$ cat src/rtl/tdec_crc_pkg.sv
// tdec_crc_pkg: polynomial constants, widths, select and FSM encodings for the CRC engine
package tdec_crc_pkg;
    typedef enum logic [1:0] {SEL_CRC8, SEL_CRC16, SEL_CRC24A, SEL_CRC24B} poly_sel_e;
    typedef enum logic [1:0] {S_IDLE, S_RUN, S_DONE} state_e;
    localparam int PW_W = 6;
    localparam logic [23:0] POLY_CRC8   = 24'h00009B;
    localparam logic [23:0] POLY_CRC16  = 24'h001021;
    localparam logic [23:0] POLY_CRC24A = 24'h864CFB;
    localparam logic [23:0] POLY_CRC24B = 24'h800063;
    localparam logic [PW_W-1:0] W_CRC8  = 6'd8;
    localparam logic [PW_W-1:0] W_CRC16 = 6'd16;
    localparam logic [PW_W-1:0] W_CRC24 = 6'd24;
    function automatic logic [23:0] poly_of(input poly_sel_e s);
        return s == SEL_CRC8 ? POLY_CRC8 : s == SEL_CRC16 ? POLY_CRC16 :
               s == SEL_CRC24A ? POLY_CRC24A : POLY_CRC24B;
    endfunction
    function automatic logic [PW_W-1:0] width_of(input poly_sel_e s);
        return s == SEL_CRC8 ? W_CRC8 : s == SEL_CRC16 ? W_CRC16 : W_CRC24;
    endfunction
endpackage

$ cat src/rtl/tdec_crc_step.sv
// tdec_crc_step: combinational DATA_W-bit parallel CRC update in a top-aligned register
module tdec_crc_step import tdec_crc_pkg::*; #(
    parameter int DATA_W = 8,
    parameter int CRC_W  = 24
) (
    input  logic [CRC_W-1:0]  ci,
    input  logic [DATA_W-1:0] di,
    input  logic [CRC_W-1:0]  poly,
    input  logic [PW_W-1:0]   pw,
    output logic [CRC_W-1:0]  co
);
    logic [CRC_W-1:0] pa;
    // unrolled MSB-first shift/xor; narrower polynomials are shifted to the top of the register
    always_comb begin
        pa = poly << (PW_W'(CRC_W) - pw);
        co = ci;
        for (int i = DATA_W - 1; i >= 0; i--)
            co = {co[CRC_W-2:0], 1'b0} ^ ((co[CRC_W-1] ^ di[i]) ? pa : '0);
    end
endmodule

$ cat src/rtl/tdec_wrap_crc_engine.sv
// tdec_wrap_crc_engine: framed LTE CRC8/16/24A/24B engine; check mode built only with TDEC_CRC_CHK_EN
module tdec_wrap_crc_engine import tdec_crc_pkg::*; #(
    parameter int DATA_W = 8,
    parameter int CRC_W  = 24
) (
    input  logic              clk,
    input  logic              rst,
    input  logic [1:0]        cfg_poly_sel,
    input  logic              cfg_chk,
    input  logic              din_vld,
    output logic              din_rdy,
    input  logic [DATA_W-1:0] din,
    input  logic              din_sop,
    input  logic              din_eop,
    output logic              crc_vld,
    output logic [CRC_W-1:0]  crc_out,
    output logic              crc_ok,
    output logic              err_sop,
    output logic              err_nosop
);
    state_e           state, state_d;
    poly_sel_e        sel_q, sel_use;
    logic [CRC_W-1:0] crc_reg, step_in, step_out, poly_use;
    logic [PW_W-1:0]  pw_use;
    logic             acc, upd;

    assign din_rdy  = !rst && state != S_DONE;
    assign acc      = din_vld && din_rdy;
    assign upd      = acc && (din_sop || state == S_RUN);
    assign sel_use  = din_sop ? poly_sel_e'(cfg_poly_sel) : sel_q;
    assign poly_use = CRC_W'(poly_of(sel_use));
    assign pw_use   = width_of(sel_use);
    assign step_in  = din_sop ? '0 : crc_reg;

    tdec_crc_step #(.DATA_W(DATA_W), .CRC_W(CRC_W)) u_step (
        .ci(step_in), .di(din), .poly(poly_use), .pw(pw_use), .co(step_out)
    );

    // next state: a frame opens on SOP, closes on EOP, and DONE is a single bubble
    always_comb begin
        state_d = state == S_DONE ? S_IDLE : upd ? (din_eop ? S_DONE : S_RUN) : state;
    end

    // state, running remainder and latched polynomial
    always_ff @(posedge clk) begin
        if (rst) begin
            state   <= S_IDLE;
            crc_reg <= '0;
            sel_q   <= SEL_CRC8;
        end else begin
            state <= state_d;
            if (upd) crc_reg <= step_out;
            if (acc && din_sop) sel_q <= sel_use;
        end
    end

    // result strobe, right-aligned result and framing error pulses
    always_ff @(posedge clk) begin
        if (rst) begin
            crc_vld   <= 1'b0;
            crc_out   <= '0;
            err_sop   <= 1'b0;
            err_nosop <= 1'b0;
        end else begin
            crc_vld   <= state_d == S_DONE;
            err_sop   <= acc && din_sop && state == S_RUN;
            err_nosop <= acc && !din_sop && state == S_IDLE;
            if (state_d == S_DONE) crc_out <= step_out >> (PW_W'(CRC_W) - pw_use);
        end
    end

`ifdef TDEC_CRC_CHK_EN
    logic chk_q;
    // latched check mode and zero-remainder verdict
    always_ff @(posedge clk) begin
        if (rst) begin
            chk_q  <= 1'b0;
            crc_ok <= 1'b0;
        end else begin
            if (acc && din_sop) chk_q <= cfg_chk;
            if (state_d == S_DONE) crc_ok <= (din_sop ? cfg_chk : chk_q) && step_out == '0;
        end
    end
`else
    logic unused_chk;
    assign unused_chk = cfg_chk;
    assign crc_ok     = 1'b0;
`endif
endmodule
$ cat config.mk
export PLATFORM = sky130hd
export DESIGN_NAME = tdec_wrap_crc_engine
export DESIGN_NICKNAME = d
export VERILOG_FILES = /design/src/rtl/tdec_crc_pkg.sv /design/src/rtl/tdec_crc_step.sv /design/src/rtl/tdec_wrap_crc_engine.sv
export SDC_FILE = /design/constraint.sdc
export NUM_CORES = 1
export LEC_CHECK = 0
export ABC_AREA = 1
export BUFFER_PORTS_ARGS = -buffer_cell sky130_fd_sc_hd__buf_2
export CAP_MARGIN = 0
export CORE_ASPECT_RATIO = 1.75
export CORE_MARGIN = 2
export CORE_UTILIZATION = 45
export DETAILED_ROUTE_END_ITERATION = 7
export HOLD_SLACK_MARGIN = 0.02
export RECOVER_POWER = 100
export SLEW_MARGIN = 0
export SYNTH_ARGS = -nofsm -noshare
export SYNTH_HDL_FRONTEND = slang
export SYNTH_HIERARCHICAL = 1
export SYNTH_SLANG_ARGS = --single-unit
$ cat constraint.sdc
create_clock -name clk -period 6.9 [get_ports clk]
set_clock_uncertainty 0.05 [all_clocks]
set_input_delay 1.38 -clock clk [delete_from_list [all_inputs] [get_ports clk]]
set_output_delay 1.38 -clock clk [all_outputs]
set_load 0.02 [all_outputs]
==> out/qor.yml, run 1 <==
power_and_ir_drop:
  internal_power_uw: 935
  p_clk_frac: 0.134
  comb_power_share: 0.706
  power_density_mw_per_mm2: 257
  p_total_mw: 2.14
  p_switching_mw: 1.21
  p_leak_nw: 4.14
  p_seq_frac: 0.160
  p_sw_frac: 0.563
  peakVddDrop_uv: 159
sta:
  setup_tns_ns: 0
  finalMaxSlewViolations: 73
  tightestPinTransition_ns: 1.88
  hold_viol_final: 0
  fin_crit_sh: 0.918
  setup_viol: 0
  fmax_mhz: 158
  period_needed_ns: 6.33
  rsz0062_at_grt: "no"
  slew_headroom: -0.260
critical_path:
  worst_path_max_delay_cell: "nand2_2"
  critPathMaxFanout: 23
  reg2reg_from: "sel_q[1]$_SDFFE_PP0P_"
  crit_start: "din_sop"
  cp_slowest_stage_delay_ns: 0.42
  cp_common_cell: "nand2_1"
  cp.arrival_ns: 6.48
  path_class: "in -> reg"
  endpoint_kind: "flip-flop"
  r2r_cells: 35
  crit_required_ns: 7.05
  critPathLaunchType: "primary input"
synthesis:
  synth.distinct_cells: 39
  netlist_area_mm2: 0.00778
  syn-instance-count: 1470
  synth_top_cell_area_share: 0.246
  yosysSeqAreaShare: 0.142
  ys_warn_count: 6
  synth.top_cells.by_area: "nand2_1 (25%), dfxtp_1 (14%), nor2_1 (12%)"
  synth-async-reset-ratio: 0
  synth_top_area_cell: "nand2_1"
  ys.flop_type: "dfxtp_1"
  avgSynthCellArea_um2: 5.29
  synth-edff-count: 0
  synth-seq-cells: 55
clocking:
  ctsLongestPathBuffers: 2
  clock_latency_ns: 0.30
  post_cts_resized: 0
  cts.htree.levels: 2
  cts_sinks: 55
  postCtsSetupRepairBufs: 0
  cts_buffers: 5
  clockRootBuffer: "clkbuf_16"
  path_clk_slew_ns: 0.07
  cts_tree: "yes"
  ctsHoldBuffers: 0
global_routing:
  grt_start_max_net_pins: 40
  grt_pass1_wl_um: 38000
  first_global_vias: 7689
  track_usage: 0.262
  grt_antenna_before_repair: 0
  gr-total-overflow: 0
hold_path:
  hold_path_class: "reg -> reg"
  min_from: "crc_out[23]$_SDFFE_PP0N_"
  whs_path_depth: 2
final_layout:
  instances_no_fill: 1746
  fin_area_mm2: 0.00835
  nets: 1536
  multi_input_area_mm2: 0.00577
  n_antenna_cell: 0
  seq_area_mm2: 0.00110
  fill_cells: 1913
  drive_gt1_frac: 0.0790
  final_util: 0.492
  area_growth_pct: 7.30
die:
  dieHeight_um: 178
  core_area_mm2: 0.0169
  ios: 45
  core.rowCount: 63
  start_util: 0.459
  die_w_um: 103
  die-area_mm2: 0.0184
routing:
  routedLengthMet1_um: 9420
  avgRoutedWirePerCell_um: 13.6
  firstDrtPassIters: 6
  top_layer: "met4"
  wl_met3_um: 580
  routed_via_density: 4.84
  dr_total_vias: 8448
  routed_wl_um: 23800
  drc: 0
  first_iter_violations: 383
  ant_nets: 0
  met2_length_um: 13100
placed_design:
  place_inst: 1739
  dp_hpwl_um: 18800
  portBuffers: 42
  dpl-instance-area_mm2: 0.00824
  gp_congestion: 0.900
run:
  drv_cap: 2
outcome:
  status: "finished with violations"
  violations: "capacitance limit, slew limit"
==> synth_stat cells, drive strengths merged (8+ instances only) <==
| cell type | instances |
|---|---|
| a21oi | 24 |
| dfxtp | 55 |
| xnor2 | 64 |
| nor2 | 257 |
| nand4 | 11 |
| nand2 | 530 |
| nand3 | 185 |
| clkbuf | 8 |
| xor2 | 55 |
| o21ai | 36 |
| buf | 51 |
| inv | 179 |
==> path summary, 6_finish.rpt <==
path	to	slack [ns]
worst max-delay path	crc_out[5]$_SDFFE_PP0N_	0.57
worst min-delay path	crc_out[23]$_SDFFE_PP0N_	0.42
worst max register to register	crc_out[5]$_SDFFE_PP0N_	1.59
worst min register to register	crc_out[23]$_SDFFE_PP0N_	0.42
==> stage by stage <==
step | hold WS, ns | worst slack [ns]
after CTS | 0.417 | 0.598
after floorplan | 0.385 | 1.67
final | 0.418 | 0.567
after global placement | 0.395 | 0.377
after detailed placement | 0.401 | 0.305
after global routing | 0.445 | 0.0635
==> layout make-up <==
type,count,area share
repair buffers,67,0.0429
flip-flops and latches,55,0.132
well taps,227,0.0340
inverters,179,0.0808
clock buffers,5,0.0150
multi-input cells,1211,0.691
clock inverters,2,0.00450
==> per-layer routing <==
layer / vias up / track usage
met2: 135 / 0.520
met4: 0 / 0.0981
li1: 4541 / -
met5: - / 0
met3: 41 / 0.0126
met1: 3731 / 0.277
==> cell families (layout without fill, tap and decap cells) <==
group	after synthesis	count (layout)	share of synthesized area
AOI/OAI and AO/OA	63	63	0.0444
xor gates and xnor gates	119	119	0.137
adders and majority gates	1	1	0.00161
buffers and inverters	238	253	0.132
DFF	55	55	0.142
other	2	36	0.000966
and+or+nand+nor	992	992	0.542
==> layout by cell type, fill, tap and decap left out, drive strengths merged <==
master and n:
xor2 55, xnor2 64, o21bai 1, clkbuf 35, conb 36, ha 1, o21ai 36, o211ai 2
nand3 185, nor2 257, a21oi 24, nand3b 2, and2 2, nor4 2, nand2b 2, dfxtp 55
bufinv 1, buf 37, or2 1, inv 179, nand4 11, clkinvlp 1, nand2 530
==> critical path: cells and delay by family <==
family	cells	cell delay [ns]
buf+inv	6	0.93
simple gates	29	4.04
compound gates	1	0.10
==> power groups by stage <==
stage          registers, mW  logic [mW]  clock network [mW]
6_report               0.343        1.51               0.287
5_1_grt                0.345        1.68               0.299
4_1_cts                0.342        1.50               0.289
3_5_place_dp           0.349        1.49                   0
3_3_place_gp           0.349        1.48                   0
2_1_floorplan          0.356        1.13                   0
(Power assumes the default switching activity.)
==> run 2, diff against run 1 <==
==> constraint.sdc (replaced) <==
create_clock -name clk -period 6.4 [get_ports clk]
set_clock_uncertainty 0.05 [all_clocks]
set_input_delay 1.28 -clock clk [delete_from_list [all_inputs] [get_ports clk]]
set_output_delay 1.28 -clock clk [all_outputs]
set_load 0.02 [all_outputs]
==> out/qor.yml, run 2 (same netlist as run 1, synthesis figures left out) <==
final_layout:
  final_util: 0.493
  drive_gt1_frac: 0.0802
  final_common_cell: "nand2_1"
  layout_common_cells: "nand2_1 (510), nor2_1 (242), nand3_1 (179)"
  fin_area_mm2: 0.00836
  area_growth_pct: 7.48
  nets: 1538
  fill_cells: 1922
  n_antenna_cell: 0
die:
  core_area_mm2: 0.0169
  die-area_mm2: 0.0184
  ios: 45
  core.rowCount: 63
  die_w_um: 103
  start_util: 0.459
  dieHeight_um: 178
hold_path:
  min_from: "crc_reg[16]$_SDFFE_PP0N_"
  whs_path_depth: 2
  min_to: "crc_reg[16]$_SDFFE_PP0N_"
  hold_path_class: "reg -> reg"
global_routing:
  grt_antenna_before_repair: 0
  first_global_vias: 7943
  gr-total-overflow: 0
  grt_start_max_net_pins: 40
  track_usage: 0.267
  grt_pass1_wl_um: 38500
sta:
  rsz0062_at_grt: "no"
  hold_slack_ns: 0.419
  fin_ws_ns: 0.393
  setup_viol: 0
  period_needed_ns: 6.01
  fmax_mhz: 166
  setup_tns_ns: 0
  fin_crit_sh: 0.939
  hold_viol_final: 0
  tightestPinTransition_ns: 1.85
  slew_headroom: -0.236
  finalMaxSlewViolations: 33
placed_design:
  portBuffers: 42
  dp_hpwl_um: 18900
  gp_congestion: 0.926
  dpl-instance-area_mm2: 0.00827
  place_ws_ns: 0.0691
critical_path:
  endpoint_kind: "flip-flop"
  worst_path_max_delay_cell: "buf_4"
  critPathLaunchType: "primary input"
  crit_required_ns: 6.55
  cp_common_cell: "nand2_1"
  r2r_cells: 36
  cp_slowest_stage_delay_ns: 0.31
  reg2reg_from: "sel_q[0]$_SDFFE_PP0P_"
  r2r-end: "crc_out[6]$_SDFFE_PP0N_"
  r2r_slack_ns: 1.36
  cp.arrival_ns: 6.16
  critPathMaxFanout: 23
  path_class: "in -> reg"
routing:
  ant_nets: 0
  dr_total_vias: 8591
  drc: 0
  first_iter_violations: 329
  routed_wl_um: 23900
  firstDrtPassIters: 7
  routed_via_density: 4.91
  avgRoutedWirePerCell_um: 13.7
power_and_ir_drop:
  peakVddDrop_uv: 172
  p_leak_nw: 4.15
  power_density_mw_per_mm2: 278
clocking:
  clockRootBuffer: "clkbuf_16"
  ctsHoldBuffers: 0
  ctsLongestPathBuffers: 2
  postCtsSetupRepairBufs: 0
  cts_buffers: 5
  cts_tree: "yes"
  cts_sinks: 55
  path_clk_slew_ns: 0.07
  cts.htree.levels: 2
  clock_latency_ns: 0.30
outcome:
  violations: "capacitance limit, slew limit"
  status: "finished with violations"
run:
  drv_cap: 1
## run 2: cell types whose count changed in the layout (fill, tap and decap cells not counted)
cell	previous run	this run
inv_4	1	2
buf_12	0	1
bufinv_16	1	0
clkbuf_8	0	1
nand2_2	17	16
nand2_4	3	4
nor2_1	241	242
clkinv_2	0	1
nor2_2	13	12
clkbuf_4	0	1
clkinvlp_4	1	0
inv_1	153	152
## run 2: worst max-delay path: cells and delay by family
family	cells	cell delay [ns]
buffers and inverters	7	0.89
and+or+nand+nor	30	3.94
## run 2: final cells by class
cell class	instances	area, um2	share of cell area
timing repair buffer	69	385	0.0461
inverter	179	677	0.0810
clock buffer	6	139	0.0166
clock inverter	1	5.00	0.000599
multi-input combinational	1211	5770	0.690
tap	227	284	0.0340
sequential	55	1100	0.132
## run 2: layer usage
layer | vias up | global-route usage | wire, um
met3 | 62 | 0.00827 | 699
li1 | 4539 | - | -
met5 | - | 0 | 0
met1 | 3809 | 0.292 | 9220
met4 | 0 | 0.131 | 1160
met2 | 181 | 0.505 | 12800
## run 2: worst max-delay path by stage
| stage | cells past startpoint | start | slack (ns) | endpoint |
|---|---|---|---|---|
| 2_1_floorplan | 40 | din_sop | 1.27 | crc_out[11]$_SDFFE_PP0N_ |
| 3_3_place_gp | 37 | din_sop | 0.13 | crc_out[3]$_SDFFE_PP0N_ |
| 3_5_place_dp | 37 | din_sop | 0.07 | crc_out[3]$_SDFFE_PP0N_ |
| 4_1_cts | 39 | din_sop | 0.38 | crc_out[3]$_SDFFE_PP0N_ |
| 5_1_grt | 39 | din_sop | 0.03 | crc_out[9]$_SDFFE_PP0N_ |
| 6_report | 37 | din_sop | 0.39 | crc_out[6]$_SDFFE_PP0N_ |
## run 2: report_power, final
part / total, mW / switching [mW] / leakage, nW / internal [mW]
Combinational: 1.67 / 1.18 / 3.63 / 0.494
Sequential: 0.369 / 0.00876 / 0.448 / 0.361
Clock: 0.279 / 0.126 / 0.0727 / 0.153
## run 2: repair_timing
action | in CTS | in global routing
setup endpoints to repair | 0 | 10
hold endpoints to repair | 0 | 0
resized for setup | 0 | 3
## run 2: metrics by stage
stage | instances | power [mW]
after floorplan | 1504 | 1.61
after global placement | 1741 | 2.01
after detailed placement | 1741 | 2.02
after CTS | 1748 | 2.31
after global routing | 1748 | 2.52
final | 1748 | 2.32
